**src/rtl/rgb_led_pkg.sv**
```systemverilog
// -----------------------------------------------------------------------------
// rgb_led_pkg
//
// Shared definitions for the RGB LED sequencer:
//   - color_e        : 2-bit colour state encoding (IDLE=0, RED=1, GREEN=2,
//                      BLUE=3), driven straight onto the color_state output.
//   - counter_width  : bits needed for a counter that holds 0..cycles-1.
//   - next_color     : colour advance order IDLE->RED->GREEN->BLUE->RED.
// -----------------------------------------------------------------------------
package rgb_led_pkg;

    typedef enum logic [1:0] {
        COLOR_IDLE  = 2'd0,
        COLOR_RED   = 2'd1,
        COLOR_GREEN = 2'd2,
        COLOR_BLUE  = 2'd3
    } color_e;

    // Width of a counter that must represent 0..cycles-1; never narrower
    // than one bit, so a cycle count of 1 still yields a legal vector.
    function automatic int counter_width(input int cycles);
        return (cycles > 1) ? $clog2(cycles) : 1;
    endfunction

    // IDLE is only a starting point: once the sequence runs it loops
    // through the three colours and never returns to IDLE on its own.
    function automatic color_e next_color(input color_e current);
        case (current)
            COLOR_IDLE:  return COLOR_RED;
            COLOR_RED:   return COLOR_GREEN;
            COLOR_GREEN: return COLOR_BLUE;
            default:     return COLOR_RED;
        endcase
    endfunction

endpackage

```
**src/rtl/rgb_led_sequencer_debouncer.sv**
```systemverilog
// -----------------------------------------------------------------------------
// button_debouncer
//
// Conditions one active-low, asynchronous push button.
//
// Parameters:
//   DEBOUNCE_CYCLES : consecutive cycles the synchronised level must differ
//                     from the debounced level before the debounced level
//                     follows it.
// Ports:
//   clock    in  system clock
//   reset    in  synchronous, active-high reset
//   button_n in  raw button pin, active-low, asynchronous to clock
//   level    out debounced button level, active-high (1 = pressed)
//   press    out one-cycle pulse in the cycle the debounced level rises
// -----------------------------------------------------------------------------
module button_debouncer
    import rgb_led_pkg::*;
#(
    parameter int DEBOUNCE_CYCLES = 250000
) (
    input  logic clock,
    input  logic reset,
    input  logic button_n,
    output logic level,
    output logic press
);

    localparam int                CNT_W    = counter_width(DEBOUNCE_CYCLES);
    localparam logic [CNT_W-1:0]  CNT_LAST = CNT_W'(DEBOUNCE_CYCLES - 1);

    logic             r_sync1;
    logic             r_sync2;
    logic             r_level;
    logic [CNT_W-1:0] r_count;
    logic             w_differs;
    logic             w_settle;

    // The pin is inverted on its way into the first flop, so both
    // synchroniser stages hold the active-high level and their reset value
    // of 0 already reads as "released"; a button held through reset is then
    // seen as a fresh edge once reset lifts.
    assign w_differs = (r_sync2 != r_level);

    // Last cycle of an unbroken run of disagreement: the debounced level
    // flips on this edge.
    assign w_settle  = w_differs && (r_count == CNT_LAST);

    // NOTE: sequential state uses non-blocking assignments so every flop
    // samples the pre-edge values of the others; with blocking assignments
    // the two synchroniser stages would collapse into one.
    always_ff @(posedge clock) begin
        if (reset) begin
            r_sync1 <= 1'b0;
            r_sync2 <= 1'b0;
            r_level <= 1'b0;
            r_count <= '0;
        end else begin
            r_sync1 <= ~button_n;
            r_sync2 <= r_sync1;
            if (!w_differs) begin
                // Any return to agreement restarts the stability interval.
                r_count <= '0;
            end else if (w_settle) begin
                r_count <= '0;
                r_level <= r_sync2;
            end else begin
                r_count <= r_count + 1'b1;
            end
        end
    end

    assign level = r_level;

    // The press pulse coincides with the settling cycle of a rising level,
    // so downstream logic acts on the same edge the level goes high.
    // Releases never generate an event.
    assign press = w_settle && r_sync2;

endmodule

```
**src/rtl/rgb_led_sequencer.sv**
```systemverilog
// -----------------------------------------------------------------------------
// rgb_led_sequencer
//
// Steps the board RGB LEDs through IDLE/RED/GREEN/BLUE from two push buttons,
// either manually (button0 presses) or automatically on a dwell timer that is
// armed by holding button0. The lit colour is dimmed by a fixed-duty PWM.
//
// Parameters:
//   DEBOUNCE_CYCLES : button stability interval in cycles
//   HOLD_CYCLES     : debounced button0 hold time that enters auto mode
//   DWELL_CYCLES    : cycles spent on each colour in auto mode
//   PWM_BITS        : width of the free-running PWM counter
//   DUTY            : on-cycles per PWM period, 0..2**PWM_BITS
// Ports:
//   clock          in  system clock
//   reset          in  synchronous, active-high reset
//   push_button0_n in  advance button, active-low, asynchronous
//   push_button1_n in  return-to-idle button, active-low, asynchronous
//   led_red_n      out red LED drive, active-low, registered
//   led_green_n    out green LED drive, active-low, registered
//   led_blue_n     out blue LED drive, active-low, registered
//   color_state    out current colour (IDLE=0, RED=1, GREEN=2, BLUE=3)
//   auto_mode      out 1 while auto-advance is active
// -----------------------------------------------------------------------------
module rgb_led_sequencer
    import rgb_led_pkg::*;
#(
    parameter int DEBOUNCE_CYCLES = 250000,
    parameter int HOLD_CYCLES     = 25000000,
    parameter int DWELL_CYCLES    = 12500000,
    parameter int PWM_BITS        = 8,
    parameter int DUTY            = 128
) (
    input  logic       clock,
    input  logic       reset,
    input  logic       push_button0_n,
    input  logic       push_button1_n,
    output logic       led_red_n,
    output logic       led_green_n,
    output logic       led_blue_n,
    output logic [1:0] color_state,
    output logic       auto_mode
);

    // The hold counter must reach HOLD_CYCLES itself (it saturates there),
    // so it needs room for HOLD_CYCLES+1 values.
    localparam int                   HOLD_W     = counter_width(HOLD_CYCLES + 1);
    localparam logic [HOLD_W-1:0]    HOLD_FULL  = HOLD_W'(HOLD_CYCLES);
    localparam logic [HOLD_W-1:0]    HOLD_LAST  = HOLD_W'(HOLD_CYCLES - 1);
    localparam int                   DWELL_W    = counter_width(DWELL_CYCLES);
    localparam logic [DWELL_W-1:0]   DWELL_LAST = DWELL_W'(DWELL_CYCLES - 1);
    // One extra bit so DUTY = 2**PWM_BITS compares above every count value.
    localparam logic [PWM_BITS:0]    DUTY_LIMIT = (PWM_BITS + 1)'(DUTY);

    // ------------------------------------------------------------------
    // Button conditioning
    // ------------------------------------------------------------------
    logic w_b0_level;
    logic w_b0_press;
    logic w_b1_press;
    // button1 acts only through its press event; its level has no reader.
    logic w_b1_level_unused;

    button_debouncer #(
        .DEBOUNCE_CYCLES (DEBOUNCE_CYCLES)
    ) u_button0 (
        .clock    (clock),
        .reset    (reset),
        .button_n (push_button0_n),
        .level    (w_b0_level),
        .press    (w_b0_press)
    );

    button_debouncer #(
        .DEBOUNCE_CYCLES (DEBOUNCE_CYCLES)
    ) u_button1 (
        .clock    (clock),
        .reset    (reset),
        .button_n (push_button1_n),
        .level    (w_b1_level_unused),
        .press    (w_b1_press)
    );

    // ------------------------------------------------------------------
    // Hold counter: measures how long button0 stays pressed in manual mode.
    // It stops at HOLD_CYCLES and only clears on release, so one long press
    // enters auto mode once and cannot re-trigger it.
    // ------------------------------------------------------------------
    logic [HOLD_W-1:0] r_hold;
    logic              w_hold_reached;
    logic              r_auto;

    always_ff @(posedge clock) begin
        if (reset) begin
            r_hold <= '0;
        end else if (!w_b0_level) begin
            r_hold <= '0;
        end else if (!r_auto && (r_hold != HOLD_FULL)) begin
            r_hold <= r_hold + 1'b1;
        end
    end

    // True in the cycle whose edge brings the counter to HOLD_CYCLES.
    assign w_hold_reached = w_b0_level && !r_auto && (r_hold == HOLD_LAST);

    // ------------------------------------------------------------------
    // Colour FSM with auto-mode flag and dwell counter.
    // Event priority: button1 press > button0 press > hold > dwell expiry.
    // ------------------------------------------------------------------
    color_e             r_color;
    color_e             w_color_next;
    logic               w_auto_next;
    logic [DWELL_W-1:0] r_dwell;
    logic [DWELL_W-1:0] w_dwell_next;

    always_ff @(posedge clock) begin
        if (reset) begin
            r_color <= COLOR_IDLE;
            r_auto  <= 1'b0;
            r_dwell <= '0;
        end else begin
            r_color <= w_color_next;
            r_auto  <= w_auto_next;
            r_dwell <= w_dwell_next;
        end
    end

    // NOTE: every output of this block is given its hold value first, so
    // any path that does not reassign it still drives it and no latch forms.
    always_comb begin
        w_color_next = r_color;
        w_auto_next  = r_auto;
        w_dwell_next = r_dwell;

        if (w_b1_press) begin
            w_color_next = COLOR_IDLE;
            w_auto_next  = 1'b0;
            w_dwell_next = '0;
        end else if (w_b0_press) begin
            // In auto mode a press only leaves auto mode; the colour stays.
            if (!r_auto) begin
                w_color_next = next_color(r_color);
            end
            w_auto_next  = 1'b0;
            w_dwell_next = '0;
        end else if (w_hold_reached) begin
            w_auto_next  = 1'b1;
            w_dwell_next = '0;
        end else if (r_auto) begin
            // Wrapping at DWELL_CYCLES-1 makes each colour last exactly
            // DWELL_CYCLES cycles.
            if (r_dwell == DWELL_LAST) begin
                w_dwell_next = '0;
                w_color_next = next_color(r_color);
            end else begin
                w_dwell_next = r_dwell + 1'b1;
            end
        end
    end

    // ------------------------------------------------------------------
    // PWM and registered LED drives
    // ------------------------------------------------------------------
    logic [PWM_BITS-1:0] r_pwm;
    logic                w_pwm_on;
    logic                r_led_red_n;
    logic                r_led_green_n;
    logic                r_led_blue_n;

    assign w_pwm_on = ({1'b0, r_pwm} < DUTY_LIMIT);

    always_ff @(posedge clock) begin
        if (reset) begin
            r_pwm         <= '0;
            r_led_red_n   <= 1'b1;
            r_led_green_n <= 1'b1;
            r_led_blue_n  <= 1'b1;
        end else begin
            r_pwm         <= r_pwm + 1'b1;
            // Driven from the registered colour, so the LEDs trail a colour
            // change by one cycle and are glitch-free at the pins.
            r_led_red_n   <= ~((r_color == COLOR_RED)   && w_pwm_on);
            r_led_green_n <= ~((r_color == COLOR_GREEN) && w_pwm_on);
            r_led_blue_n  <= ~((r_color == COLOR_BLUE)  && w_pwm_on);
        end
    end

    assign led_red_n   = r_led_red_n;
    assign led_green_n = r_led_green_n;
    assign led_blue_n  = r_led_blue_n;
    assign color_state = r_color;
    assign auto_mode   = r_auto;

endmodule
```
**config.mk**
```make
export PLATFORM = sky130hd
export DESIGN_NAME = rgb_led_sequencer
export DESIGN_NICKNAME = d
export VERILOG_FILES = /design/src/rtl/rgb_led_pkg.sv /design/src/rtl/rgb_led_sequencer_debouncer.sv /design/src/rtl/rgb_led_sequencer.sv
export SDC_FILE = /design/constraint.sdc
export NUM_CORES = 1
export LEC_CHECK = 0
export ABC_AREA = 0
export CELL_PAD_IN_SITES_DETAIL_PLACEMENT = 0
export CELL_PAD_IN_SITES_GLOBAL_PLACEMENT = 1
export CORE_MARGIN = 2
export CORE_UTILIZATION = 32
export CTS_CLUSTER_SIZE = 14
export DETAILED_ROUTE_END_ITERATION = 8
export DONT_BUFFER_PORTS = 1
export PLACE_DENSITY = 0.59
export SYNTH_ARGS = -nofsm -noshare
export SYNTH_HDL_FRONTEND = slang
export SYNTH_SLANG_ARGS = --single-unit
```
**constraint.sdc**
```tcl
create_clock -name clock -period 4.1 [get_ports clock]
set_clock_uncertainty 0.2 [all_clocks]
set_input_delay 0.82 -clock clock [delete_from_list [all_inputs] [get_ports clock]]
set_output_delay 0.82 -clock clock [all_outputs]
set_load 0.1 [all_outputs]
```
==> report_table.html <==
<table>
<tr><th>Metric</th><th>Value</th></tr>
<tr><th colspan="2">Timing</th></tr>
<tr><td>Worst setup margin</td><td>1566 ps</td></tr>
<tr><td>Final period utilization</td><td>approximately three fifths</td></tr>
<tr><td>Finish-stage setup viols</td><td>0</td></tr>
<tr><td>Hold Worst Slack</td><td>~230 ps</td></tr>
<tr><td>Number of max-slew violations in the final report</td><td>0</td></tr>
<tr><td>Maximum operating frequency</td><td>approximately 400 MHz</td></tr>
<tr><td>Tightest Pin Transition</td><td>about 1000 ps</td></tr>
<tr><td>Tightest slew margin relative to the limit</td><td>between 30 and 40%</td></tr>
<tr><td>Unrepaired setup endpoints after global routing</td><td>no</td></tr>
<tr><td>Period minus WS final</td><td>2534 ps</td></tr>
<tr><td>Total Negative Setup Slacks</td><td>0 ps</td></tr>
<tr><td>Final number of hold-violating endpoints</td><td>0</td></tr>
<tr><th colspan="2">GRT</th></tr>
<tr><td>Leftover overflow at the end of global routing</td><td>0</td></tr>
<tr><td>Global-route wire length before repair</td><td>16,260 um</td></tr>
<tr><td>Initial antenna violation count</td><td>0</td></tr>
<tr><td>Vias in the first global route</td><td>roughly 3,400</td></tr>
<tr><td>Maximum number of pins on one net before global-route repair</td><td>26</td></tr>
<tr><td>Tot GR Track Use</td><td>12.66%</td></tr>
<tr><th colspan="2">Place</th></tr>
<tr><td>Half-perimeter wire length after detailed placement</td><td>about 6400 um</td></tr>
<tr><td>Worst slack, placed</td><td>1531 ps</td></tr>
<tr><td>Count of buffers inserted at the top-level ports</td><td>0</td></tr>
<tr><td>Final weighted congestion of routability-driven global placement</td><td>slightly below 0.8</td></tr>
<tr><th colspan="2">Pwr</th></tr>
<tr><td>Max rail drop VDD</td><td>about 0.23 mV</td></tr>
<tr><td>Lkg Pwr</td><td>roughly 1.6 nW</td></tr>
<tr><td>Power Total</td><td>1.893 mW</td></tr>
<tr><td>Cell Pwr Density</td><td>approximately 370 mW/mm^2</td></tr>
<tr><th colspan="2">Clocking</th></tr>
<tr><td>Setup Fix Bufs, Post-CTS</td><td>0</td></tr>
<tr><td>Post-CTS resize count</td><td>0</td></tr>
<tr><td>Clock tree from TritonCTS</td><td>yes</td></tr>
<tr><td>Quantity of hold-fixing buffers added after cts</td><td>0</td></tr>
<tr><td>Clock sink count</td><td>between 100 and 150</td></tr>
<tr><td>Number of buffers between clock root and the deepest sink</td><td>2</td></tr>
<tr><td>Count of H-tree levels built during CTS</td><td>3</td></tr>
<tr><td>Insertion delay to the later sink of the worst-skew pair</td><td>360 ps</td></tr>
<tr><td>Number of buffers inserted during clock tree synthesis</td><td>9</td></tr>
<tr><td>Clock transition at the registers of the reported paths</td><td>around 80 ps</td></tr>
<tr><td>Clock root cell</td><td>clkbuf_16</td></tr>
<tr><th colspan="2">Synthesis</th></tr>
<tr><td>Prevailing post-synth register cell</td><td>dfxtp_1</td></tr>
<tr><td>Mean instance size in the synthesized netlist</td><td>between 8 and 9 um^2</td></tr>
<tr><td>Combined area of all synthesized cells</td><td>0.004712 mm^2</td></tr>
<tr><td>Post-synthesis register bit count</td><td>105</td></tr>
<tr><td>Share of flip-flops with an asynchronous set or reset</td><td>0%</td></tr>
<tr><td>Number of unique standard cell types used by synthesis</td><td>53</td></tr>
<tr><td>EDFF count, synth</td><td>0</td></tr>
<tr><td>Net count of the mapped netlist</td><td>between 500 and 600</td></tr>
<tr><td>Synth Instances</td><td>531</td></tr>
<tr><td>Sequential fraction of the synthesis area</td><td>around 45%</td></tr>
<tr><td>Syn. warnings</td><td>0</td></tr>
<tr><th colspan="2">Cells and area</th></tr>
<tr><td>Fraction of layout instances using a drive strength above 1</td><td>just over 6%</td></tr>
<tr><td>Filler cell count in the final layout</td><td>approximately 1,500</td></tr>
<tr><td>Area of combinational cells with multiple inputs</td><td>around 0.0025 mm^2</td></tr>
<tr><td>Area added between synthesis and finish</td><td>9.666%</td></tr>
<tr><td>Finished Core Util</td><td>~36%</td></tr>
<tr><td>Area used by sequential logic in the layout</td><td>between 0.002 and 0.0025 mm^2</td></tr>
<tr><td>Antenna cell count</td><td>0</td></tr>
<tr><td>NumNets Final</td><td>approximately 540</td></tr>
<tr><th colspan="2">Worst setup path</th></tr>
<tr><td>Worst Reg2Reg Path Length in Cells</td><td>5</td></tr>
<tr><td>Maximum fanout encountered on the critical timing path</td><td>24</td></tr>
<tr><td>CP cell instances</td><td>inv_2, and3_1, nand4_1, nand3_2, nor3_1</td></tr>
<tr><td>Category of the worst setup path capture point</td><td>flip-flop</td></tr>
<tr><td>Largest stage delay on the critical path</td><td>roughly 870 ps</td></tr>
<tr><td>Crit path kind</td><td>reg -&gt; reg</td></tr>
<tr><td>Count of buffering cells on the critical path with inverters included</td><td>1</td></tr>
<tr><td>Crit path required time</td><td>~4200 ps</td></tr>
<tr><td>Slowest stage cell on the critical path</td><td>dfxtp_2</td></tr>
<tr><td>Startpoint kind of the worst setup timing path</td><td>flip-flop</td></tr>
<tr><td>Endpoint arrival time on the critical path</td><td>~2600 ps</td></tr>
<tr><td>Number of cells on the critical path</td><td>5</td></tr>
<tr><td>Delay-heaviest family, CP</td><td>simple AND/OR/NAND/NOR gates</td></tr>
<tr><th colspan="2">Detailed routing</th></tr>
<tr><td>Wire length after detailed routing</td><td>9313 um</td></tr>
<tr><td>DRT iter0 DRCs</td><td>about 170</td></tr>
<tr><td>Post-route DRC violation count</td><td>0</td></tr>
<tr><td>Via/cell ratio</td><td>just under 5</td></tr>
<tr><td>Vias</td><td>~3,500</td></tr>
<tr><td>Routed wire per std cell</td><td>around 13 um</td></tr>
<tr><td>DR pass1 iterations</td><td>4</td></tr>
<tr><td>Remaining number of nets flagged by the antenna check after routing</td><td>0</td></tr>
<tr><th colspan="2">Floorplanning</th></tr>
<tr><td>Number of placement rows</td><td>44</td></tr>
<tr><td>Die outline width</td><td>approximately 130 um</td></tr>
<tr><td>CORE AREA</td><td>0.01448 mm^2</td></tr>
<tr><td>Starting density of the core</td><td>between 30% and 40%</td></tr>
<tr><td>Number of top-level design ports</td><td>10</td></tr>
<tr><td>Overall die height</td><td>approximately 130 um</td></tr>
<tr><td>Die ar.</td><td>roughly 0.016 mm^2</td></tr>
<tr><th colspan="2">Min path</th></tr>
<tr><td>Cell depth of the worst min-delay path</td><td>1</td></tr>
<tr><td>Type of the worst min-delay path</td><td>reg -&gt; reg</td></tr>
<tr><th colspan="2">Run status</th></tr>
<tr><td>Status</td><td>finished, final reports clean</td></tr>
<tr><th colspan="2">Run</th></tr>
<tr><td>Max-capacitance violation count</td><td>0</td></tr>
</table>
==> worst paths after layout <==
check | end | slack [ps] | startpoint
min | r_pwm[0] | 230 | r_pwm[0]
max | r_dwell[15] | 1570 | auto_mode
max reg2reg | r_dwell[15] | 1570 | auto_mode
min reg2reg | r_pwm[0] | 230 | r_pwm[0]
==> sequential cells by signal, indices dropped and copies added, names as in the netlist, 2 cells and up <==
register	cells
color_state	2
r_pwm	8
u_button0.r_count	18
u_button1.r_count	18
r_hold	25
r_dwell	24
==> report_power, final <==
part | internal, mW | switching (mW)
registers | 1.02 | 0.00310
logic | 0.00526 | 0.0107
clock network | 0.429 | 0.421
total | 1.46 | 0.435
==> kinds of logic (layout without fill, tap and decap cells) <==
| kind of cell | count (synthesis) | after routing | synth area share (%) |
|---|---|---|---|
| and+or+nand+nor | 277 | 277 | 30.64 |
| AOI/OAI and AO/OA | 31 | 31 | 4.143 |
| muxes | 2 | 2 | 0.4249 |
| DFF | 105 | 105 | 44.61 |
| adders and majority gates | 9 | 9 | 2.390 |
| xor gates and xnor gates | 79 | 79 | 14.68 |
| buffers and inverters | 28 | 33 | 3.106 |
==> area by class of cell <==
type	instances	share of cell area (%)
clock buffers	9	4.358
clock inverters	7	1.356
inverters	14	1.017
multi-input cells	398	47.68
flip-flops and latches	105	40.70
well taps	184	4.455
repair buffers	3	0.4358
==> cell usage after synthesis (2+ instances only) <==
| cell type | number | area (um^2) |
|---|---|---|
| nor2_1 | 91 | 341.6 |
| a211oi_1 | 3 | 22.52 |
| and4_1 | 7 | 61.31 |
| o21ai_0 | 6 | 30.03 |
| inv_1 | 13 | 48.80 |
| nor4_1 | 7 | 43.79 |
| ha_1 | 9 | 112.6 |
| and2_1 | 7 | 43.79 |
| nor3_1 | 29 | 145.1 |
| nor2b_1 | 5 | 31.28 |
| nand4_1 | 22 | 137.6 |
| or3_1 | 8 | 50.05 |
| nand3b_1 | 2 | 15.01 |
| clkbuf_1 | 4 | 15.01 |
| buf_6 | 4 | 45.04 |
| and3_1 | 10 | 62.56 |
| nand2_1 | 35 | 131.4 |
| buf_4 | 2 | 15.01 |
| nand2b_1 | 2 | 12.51 |
| xnor2_1 | 41 | 359.1 |
| mux2i_1 | 2 | 20.02 |
| nand4b_1 | 2 | 17.52 |
| or4bb_1 | 2 | 22.52 |
| a21oi_1 | 12 | 60.06 |
| or4_1 | 2 | 15.01 |
| nand3_1 | 31 | 155.2 |
| dfxtp_1 | 105 | 2102 |
| nor3b_1 | 2 | 15.01 |
| buf_2 | 2 | 10.01 |
| o31ai_1 | 3 | 22.52 |
| xor2_1 | 38 | 332.8 |
| or4b_2 | 2 | 20.02 |
==> through the flow <==
step                      cell area [um^2]  std cells
final                                 5167        720
after global routing                  5167        720
after CTS                             5167        720
after detailed placement              4872        704
after global placement                4872        704
after floorplan                       4712        531
==> layout by cell type (no fill, tap or decap), types with 9 or more instances in the layout <==
cell type  count
clkbuf_16      9
nor3_1        29
dfxtp_1      104
ha_1           9
inv_1         13
xnor2_1       41
nand2_1       35
a21oi_1       12
xor2_1        38
nand3_1       31
and3_1        10
nor2_1        91
nand4_1       22
==> routing by layer <==
layer  track usage (%)  part of all wire [%]  vias to the layer above
met5                 0                     0                        -
met4             3.529                  0.61                        0
met3             4.365                   3.3                        7
met2             19.98                    45                       29
met1             16.52                    52                     1619
li1                  -                     -                     1829
==> worst register-to-register path: stages (launching register included) <==
cell and delay [ps]:
dfxtp_2 870, inv_2 250, and3_1 250, nand4_1 120, nand3_2 420, nor3_1 330
No activity file was read; power rests on OpenSTA's default activity.
